**config.mk**
```make
export PLATFORM = sky130hd
export DESIGN_NAME = mfhwt_frame_sequencer
export DESIGN_NICKNAME = d
export VERILOG_FILES = /design/src/rtl/mfhwt_frame_sequencer.sv
export SDC_FILE = /design/constraint.sdc
export NUM_CORES = 1
export LEC_CHECK = 0
export CAP_MARGIN = 20
export CORE_ASPECT_RATIO = 1.5
export CORE_MARGIN = 1
export CORE_UTILIZATION = 39
export CTS_BUF_LIST = sky130_fd_sc_hd__clkbuf_4 sky130_fd_sc_hd__clkbuf_8
export DETAILED_ROUTE_END_ITERATION = 10
export MAX_ROUTING_LAYER = met4
export PLACE_DENSITY_LB_ADDON = 0.05
export SLEW_MARGIN = 20
export SYNTH_ARGS = -nofsm -noshare
export SYNTH_HDL_FRONTEND = slang
export SYNTH_SLANG_ARGS = --single-unit
```
**constraint.sdc**
```tcl
create_clock -name iClk -period 2.6 [get_ports iClk]
set_input_delay 0.26 -clock iClk [delete_from_list [all_inputs] [get_ports iClk]]
set_output_delay 0.26 -clock iClk [all_outputs]
set_load 0.03 [all_outputs]
```
**src/rtl/mfhwt_frame_sequencer.sv**
```systemverilog
// mfhwt_frame_sequencer: frame-level scheduler in front of the MFHWT datapath.
// Gates the pixel stream, tracks column/row, marks SOF/EOF, counts outgoing
// coefficients and reports frame completion or a drain timeout.
// Optional build macro: MFHWT_SEQ_CONTINUOUS_EN (chain frames without iStart).

module mfhwt_frame_sequencer #(
  parameter int unsigned IMG_W         = 320,
  parameter int unsigned IMG_H         = 240,
  parameter int unsigned COL_W         = 9,
  parameter int unsigned ROW_W         = 8,
  parameter int unsigned OUT_COUNT     = 19200,
  parameter int unsigned OUT_W         = 16,
  parameter int unsigned DRAIN_TIMEOUT = 1024
) (
  input  logic             iClk,
  input  logic             iReset_n,
  input  logic             iStart,
  input  logic             iPixel_valid,
  input  logic             iStall,
  input  logic             iOutput_ready,
  output logic             oPixel_ready,
  output logic             oData_ready,
  output logic             oSof,
  output logic             oEof,
  output logic [COL_W-1:0] oCol,
  output logic [ROW_W-1:0] oRow,
  output logic [OUT_W-1:0] oOut_count,
  output logic             oBusy,
  output logic             oFrame_done,
  output logic             oError
);

  localparam int unsigned TMR_W = $clog2(DRAIN_TIMEOUT + 1);

  typedef enum logic [2:0] {
    S_IDLE  = 3'd0,
    S_LOAD  = 3'd1,
    S_RUN   = 3'd2,
    S_DRAIN = 3'd3,
    S_DONE  = 3'd4
  } state_t;

  state_t           state;
  state_t           state_nxt;
  logic [COL_W-1:0] col_cnt;
  logic [ROW_W-1:0] row_cnt;
  logic [TMR_W-1:0] drain_tmr;
  logic [OUT_W-1:0] out_cnt_nxt;
  logic             cnt_en;
  logic             accept;
  logic             first_px;
  logic             last_px;
  logic             cnt_hit;
  logic             timeout;

  assign accept      = iPixel_valid & oPixel_ready;
  assign first_px    = (col_cnt == '0) && (row_cnt == '0);
  assign last_px     = (col_cnt == COL_W'(IMG_W - 1)) && (row_cnt == ROW_W'(IMG_H - 1));
  assign out_cnt_nxt = (cnt_en && (oOut_count != OUT_W'(OUT_COUNT)))
                       ? oOut_count + OUT_W'(1) : oOut_count;
  assign cnt_hit     = (out_cnt_nxt == OUT_W'(OUT_COUNT));
  assign timeout     = (state == S_DRAIN) && !iOutput_ready &&
                       (drain_tmr == TMR_W'(DRAIN_TIMEOUT - 1));

  // State register
  always_ff @(posedge iClk) begin
    if (!iReset_n) state <= S_IDLE;
    else           state <= state_nxt;
  end

  // Next-state logic
  always_comb begin
    state_nxt = state;
    case (state)
      S_IDLE:  if (iStart) state_nxt = S_LOAD;
      S_LOAD:  state_nxt = S_RUN;
      S_RUN:   if (accept && last_px) state_nxt = S_DRAIN;
      S_DRAIN: if (cnt_hit || timeout) state_nxt = S_DONE;
`ifdef MFHWT_SEQ_CONTINUOUS_EN
      S_DONE:  state_nxt = oError ? S_IDLE : S_LOAD;
`else
      S_DONE:  state_nxt = S_IDLE;
`endif
      default: state_nxt = S_IDLE;
    endcase
  end

  // Per-state combinational controls: pixel gating and output-count enable
  always_comb begin
    oPixel_ready = 1'b0;
    cnt_en       = 1'b0;
    case (state)
      S_RUN: begin
        oPixel_ready = ~iStall;
        cnt_en       = iOutput_ready;
      end
      S_DRAIN: cnt_en = iOutput_ready;
      default: ;
    endcase
  end

  // Registered strobes, position, counters and status flags
  always_ff @(posedge iClk) begin
    if (!iReset_n) begin
      oData_ready <= 1'b0;
      oSof        <= 1'b0;
      oEof        <= 1'b0;
      oCol        <= '0;
      oRow        <= '0;
      oOut_count  <= '0;
      oBusy       <= 1'b0;
      oFrame_done <= 1'b0;
      oError      <= 1'b0;
      col_cnt     <= '0;
      row_cnt     <= '0;
      drain_tmr   <= '0;
    end else begin
      oData_ready <= accept;
      oSof        <= accept & first_px;
      oEof        <= accept & last_px;
      oFrame_done <= (state_nxt == S_DONE);
      oBusy       <= (state_nxt != S_IDLE);
      case (state)
        S_LOAD: begin
          col_cnt    <= '0;
          row_cnt    <= '0;
          oCol       <= '0;
          oRow       <= '0;
          oOut_count <= '0;
          drain_tmr  <= '0;
          oError     <= 1'b0;
        end
        S_RUN: begin
          oOut_count <= out_cnt_nxt;
          if (accept) begin
            oCol <= col_cnt;
            oRow <= row_cnt;
            if (col_cnt == COL_W'(IMG_W - 1)) begin
              col_cnt <= '0;
              row_cnt <= row_cnt + ROW_W'(1);
            end else begin
              col_cnt <= col_cnt + COL_W'(1);
            end
          end
        end
        S_DRAIN: begin
          oOut_count <= out_cnt_nxt;
          if (iOutput_ready) drain_tmr <= '0;
          else               drain_tmr <= drain_tmr + TMR_W'(1);
          if (timeout && !cnt_hit) oError <= 1'b1;
        end
        default: ;
      endcase
    end
  end

endmodule
```
### Yosys cells after proc, flatten, opt, wreduce, memory -nomap -nowiden

Cells that the tools add are included.

| cells by class | value |
|---|---|
| $add $sub $neg | 4 |
| equal/unequal tests | 12 |
| multiplexer cells | 22 |
| bitwise operators | 4 |
| reductions and logical operators | 21 |

Operator list:

| operator | count |
|---|---|
| $pmux 9 s2 | 2 |
| $pmux 16 s2 | 1 |
| $pmux 8 s2 | 2 |
| $mux 9 | 3 |
| $mux 8 | 3 |
| $pmux 11 s2 | 1 |
| $add 16x1->16 const B | 1 |
| $eq 16x15->1 const B | 1 |
| $mux 16 | 1 |
| $ne 16x15->1 const B | 1 |
| $pmux 3 s4 | 1 |
| $add 11x1->11 const B | 1 |
| $eq 11x10->1 const B | 1 |
| $mux 11 | 1 |
| $add 9x1->9 const B | 1 |
| $eq 9x9->1 const B | 1 |
| $logic_not 9->1 | 1 |
| $mux 3 | 3 |
| $add 8x1->8 const B | 1 |
| $eq 8x8->1 const B | 1 |
| $logic_not 8->1 | 1 |
| $logic_and 1x1->1 | 7 |
| $eq 3x2->1 const B | 2 |
| $reduce_bool 2->1 | 3 |
| 15 further kinds | 22 |

| word-level totals | value |
|---|---|
| flip-flop bits (word level) | 70 |
| input port bits | 6 |
| output and inout bits | 40 |
| word-level logic and storage cells | 76 |

### Longest topological paths before layout

| depth | value |
|---|---|
| depth in word-level cells | 10 |
| gate-level depth with buffers | 11 |
| gate-level depth less buffers | 10 |

### Least setup slack after synthesis

OpenSTA, ideal clock, no wires.

| timing | value |
|---|---|
| kind | reg-to-reg |
| from | reg oOut_count[0] |
| to | reg state[1] |
| library setup time | 0.124 ns |
| arrival time | 2.184 ns |
| required time | 2.476 ns |
| path slack | 0.292 ns |
| stages on the path, launching flop included | 10 |
| buffers on the path | 0 |
| clock period less this slack | 2.308 ns |
| path through | dfxtp_1 -> ha_1 -> nand3_2 -> nor3_1 -> nand4_1 -> mux2i_1 -> and4b_1 -> nand4_1 -> a21oi_1 -> nor3_1 |

| between the ends | value |
|---|---|
| longest elaborated chain between the ends | 7 |
| elaborated cells on any way between the ends | 8 |
| classes of those cells | 1 x add/sub; 2 x eq/ne; 3 x mux; 2 x reduce/logical |

RTL lines:

| item | RTL line | text |
|---|---|---|
| start, declared | 27 | `output logic [OUT_W-1:0] oOut_count,` |
| start signal, assigned | 134 | `oOut_count <= out_cnt_nxt;` |
| start signal, assigned | 147 | `oOut_count <= out_cnt_nxt;` |
| branches (longest 2 deep; another with $add 16x1->16) | - |  |
| $mux 16 * | 60 | `? oOut_count + OUT_W'(1) : oOut_count;` |
| $eq 16x15->1 * | 61 | `assign cnt_hit = (out_cnt_nxt == OUT_W'(OUT_COUNT));` |
| $logic_or 1x1->1 * | 78 | `S_DRAIN: if (cnt_hit \|\| timeout) state_nxt = S_DONE;` |
| $mux 3 * | 78 |  |
| $pmux 3 s4 * | 74 | `case (state)` |
| end signal, assigned | 68 | `else state <= state_nxt;` |
| end, declared | 43 | `state_t state;` |

Every way passes the cells marked *.
A chain may end at the register's enable or synchronous reset.

### Worst setup path in the final report

| timing | value |
|---|---|
| from | reg state[1] |
| to | out oPixel_ready |

| between the ends | value |
|---|---|
| longest elaborated chain between the ends | 2 |

RTL lines:

| item | RTL line | text |
|---|---|---|
| $eq 3x2->1 | 92 | `case (state)` |
| $mux 1 | 92 |  |
| end, declared | 21 | `output logic oPixel_ready,` |

No other way between the ends.

==> impl_metrics.yaml <==
outcome:
  outcome: "complete, no violations"
cts:
  cts_buffer_depth: 2
  htree_levels: 3
  root_buffer: "clkbuf_8"
  post_cts_buffers: 0
  clkTransAtPathRegs_ns: 0.07
  insertion_delay_ns: 0.35
  cts_sinks: 70
  cts_tree: "built"
  numCtsBuffers: 9
power_and_ir_drop:
  p_int_mw: 1.816
  p_per_area_nw_per_um2: 537.1
  power_mw: 2.394
  p_clk_share_pct: 46.7
  p_sw_mw: 0.5783
  power_leakage_nw: 1.546
  p_comb_share_pct: 7.7
  ir_drop_uv: 368.6
  p_seq_share_pct: 45.6
  switching_share_pct: 24.16
cells_and_area:
  stdcell_area_um2: 4457
  nets: 518
  areaGrowthSynthToFinish_pct: 25.25
  antenna_cells: 0
  drive_above_1_share_pct: 11.57
synthesis:
  yosysUniqueCellTypes: 54
  syn_nets: 465
  syn_inst: 452
  postSynthAreaPerCell_um2: 7.873
  synth_area_um2: 3558
  synthAdderAreaFrac_pct: 2.461
  synth_compound_area_share_pct: 15.96
  synth_ff_type: "dfxtp_1"
  synth_top_family_by_area: "simple AND/OR/NAND/NOR gates"
  synth_edf_count: 0
  synth.most_common_cell: "dfxtp_1"
  synth-xor-area-share_pct: 5.169
  synth_mux_area_share_pct: 0.8790
  yosysTopAreaCell: "dfxtp_1"
  ys_ff_latch: 70
  yosysWarnings: 0
  async_flop_share_pct: 0
  synth_seq_area_share_pct: 39.38
  synth_area_leaders: "dfxtp_1 (39%), a21oi_1 (5.9%), nor2_1 (5.3%)"
  synth_common_cells: "dfxtp_1 (70), nor2_1 (50), nand2_1 (47)"
  synthSimpleGateAreaFrac_pct: 31.33
  yosysTopAreaCellShare_pct: 39.38
worst_setup_path:
  worstPathRequired_ns: 2.34
  worstPathMaxFanout: 12
  worst_r2r_endpoint: "state[1]$_SDFF_PN0_"
  critPathLaunch: "state[1]$_SDFF_PN0_"
  regToRegStartpoint: "oOut_count[2]$_SDFFE_PN0P_"
  crit_arrival_ns: 2.19
  endpoint_kind: "output port"
  reg2regPathDepth: 8
  crit_path_start_kind: "flip-flop"
  r2r_slack_ns: 0.18
  critical_path_class: "reg -> out"
  critPathCapture: "oPixel_ready"
sta:
  drv_slew: 0
  max_freq_ghz: 0.4080
  skew_ns: 0.009038
  rsz0062_at_grt: "no"
  finalSetupTns_ns: 0
  finalHoldViolCount: 0
  slew_headroom_pct: 62.95
  holdWs_ns: 0.4538
  fin_crit_ns: 2.451
  setup_viol: 0
  tightest_slew_ns: 0.5537
  fin_crit_sh_pct: 94.27
worst_hold_path:
  min-delay-path-class: "reg -> reg"
routing:
  drt_iter0_drc: 161
  drt_pass1_iterations: 6
  drt-total-wl_mm: 9.924
  vias_per_cell: 5.542
  wl_met1_mm: 4.294
  drc: 0
  met2_length_mm: 5.099
  drtAntennaViolNets: 0
  detail_route.wl_per_cell_um: 16.01
  met3_length_um: 288
  vias: 3436
  highest_layer: "met4"
die:
  ios: 46
  rows: 42
  die-area_um2: 9518
  initial_utilization_pct: 40.31
  die_h_um: 119.0
  core_um2: 8828
  die-width_um: 79.99
grt:
  grt_pass1_vias: 3271
  grt_usage_pct: 22.84
  antenna_found_initial: 0
  grt_pass1_wl_mm: 16.48
  grt_overflow_total: 0
  grt_max_degree: 22
placement:
  gp_congestion: 0.9186
  hpwlAfterDp_mm: 7.132
  placed_area_um2: 4204
  io_buffers: 45
job:
  drv_cap: 0
[state kept, by name, summed over array words and instances, names as in the netlist, 3 cells and up]
signal and flops:
oOut_count 16, drain_tmr 11, state 3, oCol 9, oRow 8, col_cnt 9
row_cnt 8
[cell families after synthesis]
logic type,count (synthesis)
AND/OR/NAND/NOR,213
adder cells (fa/ha/maj),7
buffers and inverters,41
AO/OA/AOI/OAI,97
multiplexers,3
XOR/XNOR,21
flip-flops,70
[cell type report]
cell class,instances,area (um^2)
fill,877,4372
multi-input combinational,341,1987
sequential,70,1401
timing repair buffer,68,623.1
clock buffer,11,145.1
tap,110,137.6
clock inverter,5,106.4
inverter,15,56.30
[power by group through the flow]
stage | registers, mW | clock network (mW) | logic, mW
2_1_floorplan | 1.12 | 0 | 0.115
3_3_place_gp | 1.12 | 0 | 0.185
3_5_place_dp | 1.12 | 0 | 0.186
4_1_cts | 1.09 | 1.13 | 0.187
5_1_grt | 1.09 | 1.18 | 0.205
6_report | 1.09 | 1.12 | 0.184
[worst max-delay path, cell delays in order, from the launching register on]
cell and delay [ns]:
dfxtp_1 0.56, nand2b_1 0.12, buf_4 0.20, nor3_1 0.23, clkdlybuf4s50_1 0.74
[stage by stage]
| step | instances | utilization, % | setup slack, ns |
|---|---|---|---|
| 2_1_floorplan | 452 | - | 0.2922 |
| 3_3_place_gp | 604 | 47.62 | 0.1699 |
| 3_5_place_dp | 604 | 47.62 | 0.1371 |
| 4_1_cts | 620 | 50.47 | 0.1388 |
| 5_1_grt | 620 | 50.48 | 0.002836 |
| 6_report | 620 | 50.48 | 0.1489 |
[metal layers]
metal  vias up  track usage, %
li1       1711               -
met1      1638           26.85
met2        71           38.51
met5         -               -
met3        16           3.525
met4         0           8.817
[placed cells by master, fill, tap and decap left out, types with 14 or more instances in the layout]
cell / count
nand4_1: 18
buf_4: 23
nor2_1: 50
nand2_1: 47
clkdlybuf4s50_1: 45
dfxtp_1: 70
a21oi_1: 42
inv_1: 14
o21ai_0: 20
nand3_1: 32
[how the worst min path moves through the flow]
stage | start | end | slack [ns] | cells after the start
3_3_place_gp | oRow[3]$_SDFFE_PN0P_ | oRow[3]$_SDFFE_PN0P_ | 0.44 | 2
2_1_floorplan | iStart | oBusy$_SDFF_PN0_ | 0.38 | 2
5_1_grt | oRow[1]$_SDFFE_PN0P_ | oRow[1]$_SDFFE_PN0P_ | 0.47 | 2
3_5_place_dp | oCol[3]$_SDFFE_PN0P_ | oCol[3]$_SDFFE_PN0P_ | 0.44 | 2
6_report | oRow[3]$_SDFFE_PN0P_ | oRow[3]$_SDFFE_PN0P_ | 0.45 | 2
4_1_cts | oRow[1]$_SDFFE_PN0P_ | oRow[1]$_SDFFE_PN0P_ | 0.46 | 2
[what timing repair did]
item | 4_1_cts | 5_1_grt
endpoints found under the setup margin | 0 | 1
hold buffers | 0 | 0
gates resized for setup | 0 | 1
endpoints found under the hold margin | 0 | 0
(Power assumes the default switching activity.)
